[src/rtl/point_rotator.sv]
// Rotates a signed point about the origin using magnitudes from an external
// registered sine/cosine table; quadrant signs are applied from the angle index.
module point_rotator #(
   parameter int COORD_W = 11,
   parameter int SCALE   = 1000
) (
   input  logic                      clk,
   input  logic                      reset,
   input  logic                      in_valid,
   output logic                      in_ready,
   input  logic signed [COORD_W-1:0] x_in,
   input  logic signed [COORD_W-1:0] y_in,
   input  logic [5:0]                angle,
   output logic [5:0]                lut_index,
   input  logic [31:0]               lut_sine,
   input  logic [31:0]               lut_cosine,
   output logic                      out_valid,
   input  logic                      out_ready,
   output logic signed [COORD_W-1:0] x_out,
   output logic signed [COORD_W-1:0] y_out,
   output logic [2:0]                dbg_state_o
);

   // Handshakes: a transfer happens on a rising edge where valid and ready are
   // both 1; valid and its data stay stable until then, ready may change freely.

   localparam int MAG_W  = 11;
   localparam int PROD_W = 2 * COORD_W + 1;
   localparam int SUM_W  = PROD_W + 1;
   localparam logic signed [SUM_W-1:0] SCALE_S = SUM_W'(SCALE);
   localparam logic signed [SUM_W-1:0] OUT_MAX = SUM_W'((1 << (COORD_W - 1)) - 1);
   localparam logic signed [SUM_W-1:0] OUT_MIN = SUM_W'(-(1 << (COORD_W - 1)));

   typedef enum logic [2:0] {
      IDLE = 3'd0,
      LUT  = 3'd1,
      CAPT = 3'd2,
      MUL  = 3'd3,
      DIV  = 3'd4,
      OUT  = 3'd5
   } state_t;

   state_t                     state_q;
   logic [5:0]                 angle_q;
   logic signed [COORD_W-1:0]  x_q, y_q;
   logic signed [MAG_W:0]      s_q, c_q;
   logic signed [PROD_W-1:0]   p_xc_q, p_ys_q, p_xs_q, p_yc_q;

   logic [5:0]                 angle_d;
   logic signed [MAG_W:0]      s_mag, c_mag, s_d, c_d;
   logic signed [PROD_W-1:0]   x_e, y_e, s_e, c_e;
   logic signed [SUM_W-1:0]    xsum, ysum, xquo, yquo;
   logic signed [COORD_W-1:0]  x_d, y_d;

   // Only the low magnitude bits of the table words carry information.
   logic unused_lut_bits;
   assign unused_lut_bits = ^{lut_sine[31:MAG_W], lut_cosine[31:MAG_W]};

   function automatic logic signed [COORD_W-1:0] sat(input logic signed [SUM_W-1:0] v);
      if (v > OUT_MAX)      return COORD_W'(OUT_MAX);
      else if (v < OUT_MIN) return COORD_W'(OUT_MIN);
      else                  return COORD_W'(v);
   endfunction

   always_comb begin
      angle_d = ((angle == 6'd0) || (angle > 6'd61)) ? 6'd1 : angle;
      s_mag   = $signed({1'b0, lut_sine[MAG_W-1:0]});
      c_mag   = $signed({1'b0, lut_cosine[MAG_W-1:0]});
      // Sine is negative in the third/fourth quadrants, cosine in the second/third.
      s_d     = ((angle_q >= 6'd32) && (angle_q <= 6'd60)) ? -s_mag : s_mag;
      c_d     = ((angle_q >= 6'd17) && (angle_q <= 6'd45)) ? -c_mag : c_mag;
      x_e     = PROD_W'(x_q);
      y_e     = PROD_W'(y_q);
      s_e     = PROD_W'(s_q);
      c_e     = PROD_W'(c_q);
      xsum    = SUM_W'(p_xc_q) - SUM_W'(p_ys_q);
      ysum    = SUM_W'(p_xs_q) + SUM_W'(p_yc_q);
      // Signed division truncates toward zero.
      xquo    = xsum / SCALE_S;
      yquo    = ysum / SCALE_S;
      x_d     = sat(xquo);
      y_d     = sat(yquo);
   end

   always_ff @(posedge clk or posedge reset) begin
      if (reset) begin
         state_q   <= IDLE;
         in_ready  <= 1'b1;
         out_valid <= 1'b0;
         x_out     <= '0;
         y_out     <= '0;
         lut_index <= 6'd1;
         angle_q   <= '0;
         x_q       <= '0;
         y_q       <= '0;
         s_q       <= '0;
         c_q       <= '0;
         p_xc_q    <= '0;
         p_ys_q    <= '0;
         p_xs_q    <= '0;
         p_yc_q    <= '0;
      end else begin
         case (state_q)
            IDLE: begin
               if (in_valid && in_ready) begin
                  x_q       <= x_in;
                  y_q       <= y_in;
                  angle_q   <= angle_d;
                  lut_index <= angle_d;
                  in_ready  <= 1'b0;
                  state_q   <= LUT;
               end
            end
            LUT: state_q <= CAPT;
            CAPT: begin
               s_q     <= s_d;
               c_q     <= c_d;
               state_q <= MUL;
            end
            MUL: begin
               p_xc_q  <= x_e * c_e;
               p_ys_q  <= y_e * s_e;
               p_xs_q  <= x_e * s_e;
               p_yc_q  <= y_e * c_e;
               state_q <= DIV;
            end
            DIV: begin
               x_out     <= x_d;
               y_out     <= y_d;
               out_valid <= 1'b1;
               state_q   <= OUT;
            end
            OUT: begin
               if (out_ready) begin
                  out_valid <= 1'b0;
                  in_ready  <= 1'b1;
                  state_q   <= IDLE;
               end
            end
            default: state_q <= IDLE;
         endcase
      end
   end

   assign dbg_state_o = state_q;

endmodule

[config.mk]
export PLATFORM = sky130hd
export DESIGN_NAME = point_rotator
export DESIGN_NICKNAME = d
export VERILOG_FILES = /design/src/rtl/point_rotator.sv
export SDC_FILE = /design/constraint.sdc
export NUM_CORES = 2
export LEC_CHECK = 0
export BUFFER_PORTS_ARGS = -buffer_cell sky130_fd_sc_hd__buf_2
export CORE_UTILIZATION = 31
export CTS_CLUSTER_SIZE = 40
export DETAILED_ROUTE_END_ITERATION = 8
export RECOVER_POWER = 50
export SLEW_MARGIN = 20
export SYNTH_ARGS = -nofsm -noshare
export SYNTH_HDL_FRONTEND = slang
export SYNTH_SLANG_ARGS = --single-unit
export TNS_END_PERCENT = 20
[constraint.sdc]
create_clock -name clk -period 27.5 [get_ports clk]
set_input_delay 2.75 -clock clk [delete_from_list [all_inputs] [get_ports clk]]
set_output_delay 2.75 -clock clk [all_outputs]
set_load 0.02 [all_outputs]
==> metrics.csv <==
stage,metric,value,unit
run_status,status,"complete, but fails checks",
run_status,failing checks,"DRC, capacitance limit, slew limit",
synth,sequential element share of the synthesized area,0.111,
clock_network,CTS buffer count,17,
timing,fmax,0.0564,GHz
route,Initial DRC Count,2311,
clock_network,clock tree sinks,172,
timing,pins over their slew limit,404,
timing,Final TNS setup,0,ns
timing,Final Skew,0.0171,ns
grt,largest net degree at the start of global routing,91,
synth,Syn Std Cell Area,38900,um2
clock_network,Longest Clk Path Bufs,2,
floorplan,Initial Util,0.313,
critical_path,critical path arrival,18.17,ns
synth,Avg Inst Size Synth,8.37,um2
timing,min cycle time layout,17.74,ns
synth,top post-synthesis cells by count,"nand2_1 (552), inv_1 (541), fa_1 (506)",
floorplan,die width,356,um
critical_path,Worst setup EP type,flip-flop,
route,Residual DRC,4,
synth,Synth Register Bits,172,
synth,Post-synth EDFFs,0,
final_layout,# nets final,5434,
timing,Worst-Margin Slew,3.69,ns
floorplan,Die Height,356,um
critical_path,WP data required,27.93,ns
clock_network,Worst-path clk slew,0.08,ns
route,WL final,102,mm
synth,Cells after Synth,4647,
clock_network,CTS tree,yes,
clock_network,Post-CTS Hold Buffers,0,
synth,cell with the most instances after synthesis,nand2_1,
synth,async set-reset flop share out of synthesis,1.00,
clock_network,clk_lat worst skew,0.55,ns
placed_design,Final GP Congestion,0.891,
timing,Final period util,0.645,
timing,Setup-failing EPs final,0,
clock_network,PostCTS Resize Cnt,0,
critical_path,CP Class,reg2reg,
grt,vias in the first global route,31800,
synth,largest cells by area after synthesis,"fa_1 (26%), dfrtp_1 (11%), ha_1 (8.0%)",
route,post-route ant nets,0,
critical_path,Crit path largest cell delay,0.82,ns
grt,Overflow after GRT,0,
floorplan,Die ar.,127000,um2
synth,Synth top area share,0.261,
synth,Syn. warnings,0,
final_layout,area grow syn2layout,6.35,%
job,Max Cap Violations,7,
timing,final hold vios,0,
critical_path,CP bufs+invs,1,
route,via/cell ratio,5.26,
synth,Yosys top cell by area,fa_1,
timing,RSZ-0062 raised after global routing,false,
critical_path,Worst path slowest cell,a21oi_1,
critical_path,Critical Path Start Type,flip-flop,
min_path,HP Class,reg2reg,
placed_design,dpl hpwl,80.4,mm
route,routed len/inst,16.3,um
clock_network,H-tree Lvls,4,
synth,syn_nets,5497,
clock_network,setup bufs post-CTS,0,
route,DR pass1 iterations,9,
grt,GRT Resource Usage Total,0.163,
placed_design,Buffers on Ports,86,
critical_path,crit-path max FO,11,
final_layout,fill count,13000,
grt,initial antenna violation count,0,
floorplan,Core Area,124000,um2
synth,Main synth FF type,dfrtp_1,
final_layout,antenna cells,0,
route,via count,32800,
floorplan,Rows,129,
final_layout,share of cells above drive strength 1,0.0611,
floorplan,IO Pins,129,
synth,Yosys cell types,127,
grt,first-pass GRT wire length,168,mm
timing,Worst slew margin,-1.46,
critical_path,critical path's top delay family,compound AO/OA/AOI/OAI gates,
clock_network,clock root buffer,clkbuf_16,
placed cells by master, fill, tap and decap left out, drive strengths merged, types with 82 or more instances in the layout:
cell	n
nor3	82
ha	248
nand3	90
inv	549
fa	506
dfrtp	170
o21ai	216
buf	124
xnor2	230
nand2	553
nor2	221
a21oi	234
and2	292
routing by layer:
metal | GRT usage | vias to the layer above | part of all wire
li1 | - | 15700 | -
met1 | 0.239 | 16200 | 0.49
met2 | 0.249 | 866 | 0.44
met3 | 0.0227 | 92 | 0.051
met4 | 0.0425 | 0 | 0.022
met5 | 0 | - | 0
final timing paths:
| path | cells after the start | end | startpoint | slack, ns |
|---|---|---|---|---|
| worst max-delay path | 50 | y_out[4]$_DFFE_PP0P_ | p_xs_q[0]$_DFFE_PP0N_ | 9.76 |
| worst min-delay path | 2 | y_q[0]$_DFFE_PP0P_ | y_q[0]$_DFFE_PP0P_ | 0.48 |
| worst max register to register | 50 | y_out[4]$_DFFE_PP0P_ | p_xs_q[0]$_DFFE_PP0N_ | 9.76 |
| worst min register to register | 2 | y_q[0]$_DFFE_PP0P_ | y_q[0]$_DFFE_PP0P_ | 0.48 |
| max in group asynchronous | 3 | lut_index[4]$_DFFE_PP0P_ | reset | 20.13 |
| min in group asynchronous | 2 | x_out[2]$_DFFE_PP0P_ | reset | 2.97 |
area by class of cell:
type	count	area (um2)	share of cell area
Clock inverter	15	149	0.00360
Tap cell	1637	2050	0.0495
Clock buffer	17	425	0.0103
Sequential cell	172	4310	0.104
Timing Repair Buffer	134	783	0.0189
Multi-Input combinational cell	3718	31600	0.764
Inverter	541	2030	0.0491
metrics by stage:
stage	hold slack, ns	setup slack (ns)	utilization	cells	cell area (um2)
CTS	0.486	9.79	0.333	6233	41300
detailed placement	0.468	9.82	0.328	6201	40800
global placement	0.463	10.02	0.328	6201	40800
global route	0.508	8.23	0.333	6234	41300
floorplan	0.450	13.73	-	4647	38900
finish	0.478	9.76	0.333	6234	41300
worst min-delay path, cell delays in order (launching register included):
cell and delay, ns:
dfrtp_1 0.35, nand2_1 0.05, nand2_1 0.05
sequential cells by signal, summed over array words and instances, names as in the netlist, 11 cells and up:
register and flops:
c_q 12, p_xc_q 23, p_xs_q 23, p_yc_q 23, p_ys_q 23, s_q 12, x_out 11, x_q 11
y_out 11, y_q 11
kinds of logic (layout without fill, tap and decap cells):
family / Yosys count / count (layout) / synth area share
multiplexers: 56 / 56 / 0.0154
XOR/XNOR: 290 / 290 / 0.0655
buffers and inverters: 757 / 707 / 0.0774
AO/OA/AOI/OAI: 1047 / 1047 / 0.187
flip-flops: 172 / 172 / 0.111
AND/OR/NAND/NOR: 1564 / 1564 / 0.202
adder cells (fa/ha/maj): 761 / 761 / 0.342
Power is not shown: default switching activity piles up to over one toggle a cycle in this logic, so the estimate is an artifact.
